File: src/rtl/sd_decimator_pkg.sv
// Shared constants and helpers for the sinc3 delta-sigma decimator.
// Sizing, saturation bounds and the bitstream-to-+/-1 mapping live here.
package sd_pkg;

  localparam int CIC_ORDER    = 3;
  localparam int SETTLE_TICKS = CIC_ORDER;

  // Bitstream mapping: 1 -> +1, 0 -> -1
  localparam int X_POS = 1;
  localparam int X_NEG = -1;

  function automatic int cic_w(input int osr_log2);
    return CIC_ORDER * osr_log2 + 2;
  endfunction

  function automatic longint sat_max(input int bw);
    return (64'sd1 <<< (bw - 1)) - 64'sd1;
  endfunction

  function automatic longint sat_min(input int bw);
    return -(64'sd1 <<< (bw - 1));
  endfunction

endpackage

File: src/rtl/sd_decimator_integrator.sv
// Single modulo-2**W accumulator stage of the CIC integrator chain.
// Overflow wraps by design; the comb section cancels it.
module sd_cic_integrator #(
  parameter int W = 17
) (
  input  logic         clk_i,
  input  logic         rst_n,
  input  logic [W-1:0] i_add,
  output logic [W-1:0] o_acc
);

  logic [W-1:0] r_acc;

  always_ff @(posedge clk_i or negedge rst_n) begin
    if (!rst_n) r_acc <= '0;
    else        r_acc <= r_acc + i_add;
  end

  assign o_acc = r_acc;

endmodule

File: src/rtl/sd_decimator.sv
// 1-bit delta-sigma bitstream to BW-bit PCM: sinc3 CIC, decimate by 2**OSR_LOG2,
// scale and saturate. Optional clip_o flag is enabled with SD_DEC_CLIP_EN.
module sd_decimator
  import sd_pkg::*;
#(
  parameter int BW       = 16,
  parameter int OSR_LOG2 = 5
) (
  input  logic                 clk_i,
  input  logic                 rst_n,
  input  logic                 sd_i,
  output logic signed [BW-1:0] data_o,
  output logic                 valid_o
`ifdef SD_DEC_CLIP_EN
  ,
  output logic                 clip_o
`endif
);

  localparam int W  = cic_w(OSR_LOG2);
  localparam int SH = CIC_ORDER * OSR_LOG2 - (BW - 1);
  localparam logic signed [W-1:0] SAT_HI = W'(sat_max(BW));
  localparam logic signed [W-1:0] SAT_LO = W'(sat_min(BW));

  logic [CIC_ORDER:0][W-1:0]   w_stage;
  logic [CIC_ORDER-1:0][W-1:0] r_z;
  logic [OSR_LOG2-1:0]         r_cnt;
  logic [1:0]                  r_settle;
  logic signed [BW-1:0]        r_data;
  logic                        r_valid;
  logic                        r_clip;

  logic                        w_tick;
  logic [W-1:0]                w_c1, w_c2, w_c3;
  logic signed [W-1:0]         w_sh;
  logic signed [BW-1:0]        w_y;
  logic                        w_clip;

  assign w_stage[0] = sd_i ? W'(X_POS) : W'(X_NEG);

  for (genvar g = 0; g < CIC_ORDER; g++) begin : g_int
    sd_cic_integrator #(.W(W)) u_int (
      .clk_i (clk_i),
      .rst_n (rst_n),
      .i_add (w_stage[g]),
      .o_acc (w_stage[g+1])
    );
  end

  // Combs run at the decimated rate on the pre-edge last integrator value
  assign w_tick = &r_cnt;
  assign w_c1   = w_stage[CIC_ORDER] - r_z[0];
  assign w_c2   = w_c1 - r_z[1];
  assign w_c3   = w_c2 - r_z[2];
  assign w_sh   = $signed(w_c3) >>> SH;

  always_comb begin
    w_y    = w_sh[BW-1:0];
    w_clip = 1'b0;
    if (w_sh > SAT_HI) begin
      w_y    = SAT_HI[BW-1:0];
      w_clip = 1'b1;
    end else if (w_sh < SAT_LO) begin
      w_y    = SAT_LO[BW-1:0];
      w_clip = 1'b1;
    end
  end

  always_ff @(posedge clk_i or negedge rst_n) begin
    if (!rst_n) begin
      r_z      <= '0;
      r_cnt    <= '0;
      r_settle <= '0;
      r_data   <= '0;
      r_valid  <= 1'b0;
      r_clip   <= 1'b0;
    end else begin
      r_cnt   <= r_cnt + 1'b1;
      r_valid <= 1'b0;
      if (w_tick) begin
        r_z[0]  <= w_stage[CIC_ORDER];
        r_z[1]  <= w_c1;
        r_z[2]  <= w_c2;
        r_data  <= w_y;
        r_clip  <= w_clip;
        // First ticks only flush the comb delays; hold valid off until filled
        r_valid <= (r_settle == 2'(SETTLE_TICKS));
        if (r_settle != 2'(SETTLE_TICKS)) r_settle <= r_settle + 1'b1;
      end
    end
  end

  assign data_o  = r_data;
  assign valid_o = r_valid;
`ifdef SD_DEC_CLIP_EN
  assign clip_o  = r_clip;
`endif

endmodule

File: config.mk
export PLATFORM = sky130hd
export DESIGN_NAME = sd_decimator
export DESIGN_NICKNAME = d
export VERILOG_FILES = /design/src/rtl/sd_decimator_pkg.sv /design/src/rtl/sd_decimator_integrator.sv /design/src/rtl/sd_decimator.sv
export SDC_FILE = /design/constraint.sdc
export NUM_CORES = 1
export LEC_CHECK = 0
export ABC_AREA = 0
export BUFFER_PORTS_ARGS = -buffer_cell sky130_fd_sc_hd__buf_2
export CAP_MARGIN = 20
export CORE_MARGIN = 2
export CORE_UTILIZATION = 40
export CTS_CLUSTER_SIZE = 16
export DETAILED_ROUTE_END_ITERATION = 7
export PLACE_DENSITY = 0.58
export SLEW_MARGIN = 20
export SYNTH_ARGS = -nofsm -noshare
export SYNTH_HDL_FRONTEND = slang
export SYNTH_HIERARCHICAL = 1
export SYNTH_SLANG_ARGS = --single-unit
File: constraint.sdc
create_clock -name clk_i -period 5.2 [get_ports clk_i]
set_input_delay 1.3 -clock clk_i [delete_from_list [all_inputs] [get_ports clk_i]]
set_output_delay 1.3 -clock clk_i [all_outputs]
set_load 0.01 [all_outputs]
==> run metrics, run 1 <==
Avg WL per Cell 13.54 um; hold path startpoint r_cnt[0]$_DFF_PN0_; Worst Path Required 5.50 ns; drt pass-1 iters 4; critical path buffer and inverter count 6; Ports 20; worst r2r src g_int[2].u_int/o_acc[0]$_DFF_PN0_; Worst Setup SP g_int[2].u_int/o_acc[0]$_DFF_PN0_; Max-slew headroom 0.3266; PortBufs 19; largest net degree at the start of global routing 127; Post-synth ARST share 1.000; Min Hold Slack 0.4573 ns; post-route ant nets 0; library cells used by synthesis 73; setup TNS 0 ns; WL final approximately 17000 um; Final nets 1097; Worst-Margin Slew about 1.0 ns; initial antenna violation count 0; vias per inst 5.147; post-route insts no fill 1279; core area 21760 um^2; Vias approximately 6600; endpoints failing setup 0; # diodes 0; cell area after synthesis 8853 um^2; Synth Flop Type dfrtp_1; vias in the first global route 6482; Synth Register Bits 126; Fillers 2044; dpl cells roughly 1200; worst-path fanout max 6; Starting Density 0.4069; RSZ-0062 raised after global routing yes; Slew Limit Fails 0; hold-fix buffers at CTS 0; First DRT Iteration DRCs around 250; Die X about 150 um; Fin. Hold Viols 0; Crit path max-delay family compound AO/OA/AOI/OAI gates; H-Tree Depth 4; run status finished, final reports clean; WS Path Type reg2reg; gr usage total 0.1504; Tmin final 5.100 ns; GRT Residual Overflow 0; clk buf depth 2; Hold WC Path Type reg2reg; arrival time worst endpoint between 5 and 6 ns; CTS buffer count 17; syn avg cell area 9.644 um^2; wire length of the first global-routing pass 29410 um; synth warn 6; EDFF count, synth 0; syn nets roughly 1000; CP endpoint kind flop; CTS tree done; Max Cap Viol 0; Root Buffer clkbuf_16; DP Wirelength 12120 um; Mapped Cells 918; drt drc 0; Clock Skews 0.009865 ns; die area 23340 um^2; CP max-delay cell fa_2; share of cells above drive strength 1 0.2102; Clk pin slew, worst setup/hold paths ~0.06 ns; CP startpoint kind flop; final worst path period share 0.9807; Final Wtd Congestion 0.8225; Die Height 152.8 um; CP max stage delay 0.39 ns; Max Clk Rate 196.1 MHz; Area Overhead vs Synth 19.80%; site row count 54; clk_lat worst skew 0.42 ns; # clock sinks 126; post-synthesis sequential area ratio 0.3561
==> per-layer routing <==
| metal | share of wire | GRT usage | wire length, um | vias to the layer above |
|---|---|---|---|---|
| met5 | 0 | 0 | 0 | - |
| li1 | - | - | - | 3422 |
| met3 | 0.023 | 0.03498 | 390 | 21 |
| met4 | 0.013 | 0.04365 | 232 | 0 |
| met2 | 0.49 | 0.2684 | 8530 | 51 |
| met1 | 0.47 | 0.1807 | 8165 | 3089 |
==> path summary, 6_finish.rpt <==
| check | endpoint | slack [ns] | cells past startpoint |
|---|---|---|---|
| worst max-delay path | data_o[3]$_DFFE_PN0P_ | 0.10 | 27 |
| worst min-delay path | r_cnt[0]$_DFF_PN0_ | 0.46 | 1 |
| worst max register to register | data_o[3]$_DFFE_PN0P_ | 0.10 | 27 |
| worst min register to register | r_cnt[0]$_DFF_PN0_ | 0.46 | 1 |
| max in group asynchronous | g_int[2].u_int/o_acc[6]$_DFF_PN0_ | 3.67 | 2 |
| min in group asynchronous | data_o[0]$_DFFE_PN0P_ | 0.94 | 2 |
==> layout make-up <==
cell class	instances	area, um^2	area share
Clock buffer	21	450.4	0.04247
Timing Repair Buffer	73	576.8	0.05438
Sequential cell	126	3153	0.2973
Inverter	74	277.8	0.02619
Multi-Input combinational cell	697	5680	0.5356
Tap cell	280	350.3	0.03303
Clock inverter	8	117.6	0.01109
==> cell usage after synthesis (all sizes together) (2+ instances only) <==
master     n  share of area
clkbuf    10         0.0044
and2       5         0.0035
xnor2     57          0.059
a22o       2         0.0020
nor2b      7         0.0049
o31ai      5         0.0054
a31oi     12          0.011
o21a      16          0.014
a21oi     83          0.054
a221oi     5         0.0057
a211oi    13          0.012
nand4      2         0.0014
inv       74          0.031
and3      11         0.0078
nand2     84          0.036
xor2      34          0.036
buf       11         0.0089
o2111ai    4         0.0040
o21ai     85          0.050
o21bai     6         0.0051
ha        99           0.14
nand3     18          0.010
mux2      11          0.014
a21boi     6         0.0051
nand2b     5         0.0035
or2        3         0.0021
a2111oi    4         0.0089
dfrtp    126           0.36
nor3      10         0.0057
o211ai     8         0.0090
o2bb2ai   13          0.014
nor2      40          0.017
a22oi      3         0.0057
fa         6          0.014
a211o      4         0.0040
a21o      18          0.015
a31o       3         0.0030
==> stage by stage <==
step	cell area, um^2	worst slack, ns	utilization
finish	10610	0.1002	0.4875
global route	10610	-0.2033	0.4875
CTS	10100	0.001682	0.4643
detailed placement	9437	-0.1563	0.4337
global placement	9437	-0.05317	0.4337
floorplan	8853	0.1512	-
==> sequential cells by signal, summed over array words and instances (netlist names) <==
name / flops
data_o: 16
g_int.u_int/o_acc: 51
r_cnt: 5
r_settle: 2
r_z: 51
valid_o: 1
==> cells by family after synthesis <==
group                      synth area share
AOI/OAI and AO/OA                    0.2387
buffers and inverters               0.04466
adders and majority gates            0.1535
xor gates and xnor gates            0.09695
other                             0.0004236
muxes                               0.01399
and+or+nand+nor                     0.09568
DFF                                  0.3561
==> layout by cell type, fill, tap and decap left out, types with 18 or more instances in the layout <==
cell type    n
nor2_1      39
a21oi_1     55
a21o_1      18
o21ai_0     62
buf_4       46
dfrtp_1    126
nand2_1     84
buf_2       18
a21oi_2     26
xnor2_1     53
clkbuf_16   18
ha_1        93
nand3_1     18
inv_1       72
xor2_1      31
==> timing repair <==
item | 4_1_cts | 5_1_grt
setup endpoints to repair | 15 | 16
resized for setup | 9 | 76
buffers inserted | 10 | 13
pin swaps | 10 | 58
gates cloned | 0 | 1
Power of run 1 is left out: the tool's default activity adds up to more than one toggle a clock period on the data nets, which glitch-free logic cannot reach.
==> run 2, diff against run 1 <==
- CTS_CLUSTER_SIZE: 16 -> unset
- RECOVER_POWER: unset -> 25
- SLEW_MARGIN: 20 -> unset
==> run metrics, run 2 (synthesis gave the netlist of run 1 again) <==
Worst Setup SP g_int[2].u_int/o_acc[0]$_DFF_PN0_; setup TNS 0 ns (unchanged); Die Height 152.8 um (unchanged); CP max stage delay 0.39 ns (about the same); vias in the first global route 6482 (unchanged); CP startpoint kind flop; Slew Limit Fails 127 (+127); share of cells above drive strength 1 0.2102 (unchanged); Fin. Hold Viols 0 (unchanged); Clock Skews 0.008893 ns (-0.0009728 ns); clk_lat worst skew 0.42 ns (about the same); worst r2r src g_int[2].u_int/o_acc[0]$_DFF_PN0_; post-route ant nets 0 (unchanged); GRT Residual Overflow 0 (unchanged); DP Wirelength 12120 um (unchanged); Starting Density 0.4069 (unchanged); Fillers 2046 (+0.098%); reg2reg setup slack 0.10 ns (about the same); most common cell after layout, fill and taps aside dfrtp_1; Tmin final 5.098 ns (-0.001920 ns); most frequent cells in the layout dfrtp_1, ha_1, nand2_1; clk buf depth 2 (unchanged); dpl cells 1226 (unchanged); arrival time worst endpoint 5.40 ns (about the same); PortBufs 19 (unchanged); Max Clk Rate 196.2 MHz (about the same); CP max-delay cell fa_2; Area Overhead vs Synth 19.63%; Worst Path Required 5.50 ns (about the same); run status finished, violations left; post-route insts no fill 1279 (unchanged); Max-slew headroom -1.088 (-1.415); WL final 17270 um (-0.27%); drt pass-1 iters 4 (unchanged); vias per inst 5.133 (-0.27%); CTS buffer count 17 (unchanged); R2R depth 27 (unchanged); drt drc 0 (unchanged); Die X 152.8 um (unchanged); endpoints failing setup 0 (unchanged); final core occ 0.4868 (-0.0006900); Final Wtd Congestion 0.8225 (unchanged); core area 21760 um^2 (unchanged); Max Cap Viol 1 (+1); Vias 6565 (-0.27%); Clk pin slew, worst setup/hold paths 0.06 ns (about the same); gr usage total 0.1504 (unchanged); largest net degree at the start of global routing 127 (unchanged); die area 23340 um^2 (unchanged); R2R Path End data_o[3]$_DFFE_PN0P_; CP endpoint kind flop; Worst-Margin Slew 3.132 ns (+2.123 ns); worst-path fanout max 6 (unchanged); initial antenna violation count 0 (unchanged); WS Path Type reg2reg; CTS tree done; PnR worst setup slack 0.1021 ns (+0.001920 ns); # clock sinks 126 (unchanged); violated checks capacitance limit, slew limit; Root Buffer clkbuf_16; First DRT Iteration DRCs 271 (+9.7%); Setup crit end data_o[3]$_DFFE_PN0P_; RSZ-0062 raised after global routing yes; site row count 54 (unchanged); Ports 20 (unchanged); Hold WC Path Type reg2reg; Final nets 1097 (unchanged); # diodes 0 (unchanged); H-Tree Depth 4 (unchanged); Avg WL per Cell 13.50 um (-0.27%); pre-CTS WS -0.1563 ns (unchanged); wire length of the first global-routing pass 29410 um (unchanged); final worst path period share 0.9804 (about the same)
## run 2: changes by cell type in the layout (fill, tap and decap cells not counted)
cell and delta:
buf_4 -2, buf_12 -1, clkbuf_4 +2, clkbuf_2 +1
## run 2: layout make-up
class / count / area, um^2 / area share
Inverter: 74 / 277.8 / 0.02623
Timing Repair Buffer: 73 / 561.8 / 0.05304
Clock buffer: 21 / 450.4 / 0.04253
Clock inverter: 8 / 117.6 / 0.01110
Tap cell: 280 / 350.3 / 0.03308
Sequential cell: 126 / 3153 / 0.2977
Multi-Input combinational cell: 697 / 5680 / 0.5363
## run 2: timing repair
item | 4_1_cts | 5_1_grt
pin swaps | 10 | 58
buffers inserted | 10 | 13
hold buffers | 0 | 0
cloned | 0 | 1
endpoints found under the hold margin | 0 | 0
resized for setup | 9 | 76
setup endpoints to repair | 15 | 16
## run 2: how the worst min path moves through the flow
stage,cells after the start,endpoint,start
2_1_floorplan,1,r_cnt[0]$_DFF_PN0_,r_cnt[0]$_DFF_PN0_
3_3_place_gp,1,r_cnt[0]$_DFF_PN0_,r_cnt[0]$_DFF_PN0_
3_5_place_dp,1,r_cnt[0]$_DFF_PN0_,r_cnt[0]$_DFF_PN0_
4_1_cts,1,r_cnt[0]$_DFF_PN0_,r_cnt[0]$_DFF_PN0_
5_1_grt,1,data_o[2]$_DFFE_PN0P_,data_o[2]$_DFFE_PN0P_
6_report,1,r_cnt[0]$_DFF_PN0_,r_cnt[0]$_DFF_PN0_
## run 2: through the flow
step / hold WS, ns / cell area, um^2
global placement: 0.4422 / 9437
global route: 0.4949 / 10590
finish: 0.4573 / 10590
CTS: 0.4569 / 10100
detailed placement: 0.4482 / 9437
floorplan: 0.4224 / 8853
## run 2: critical path, delay by kind of cell, from the launching register on
kind | cells | cell delay, ns
buffers and inverters | 6 | 0.70
AOI/OAI and AO/OA | 11 | 1.77
DFF | 1 | 0.37
and+or+nand+nor | 3 | 0.46
adders and majority gates | 4 | 1.24
xor gates and xnor gates | 3 | 0.44
## run 2: per-layer routing
| layer | track usage | wire [um] | up-vias |
|---|---|---|---|
| met5 | 0 | 0 | - |
| met4 | 0.04365 | 206 | 0 |
| met3 | 0.03498 | 394 | 18 |
| met2 | 0.2684 | 8608 | 53 |
| met1 | 0.1807 | 8063 | 3077 |
| li1 | - | - | 3417 |
Power of run 2 is left out for the same reason.
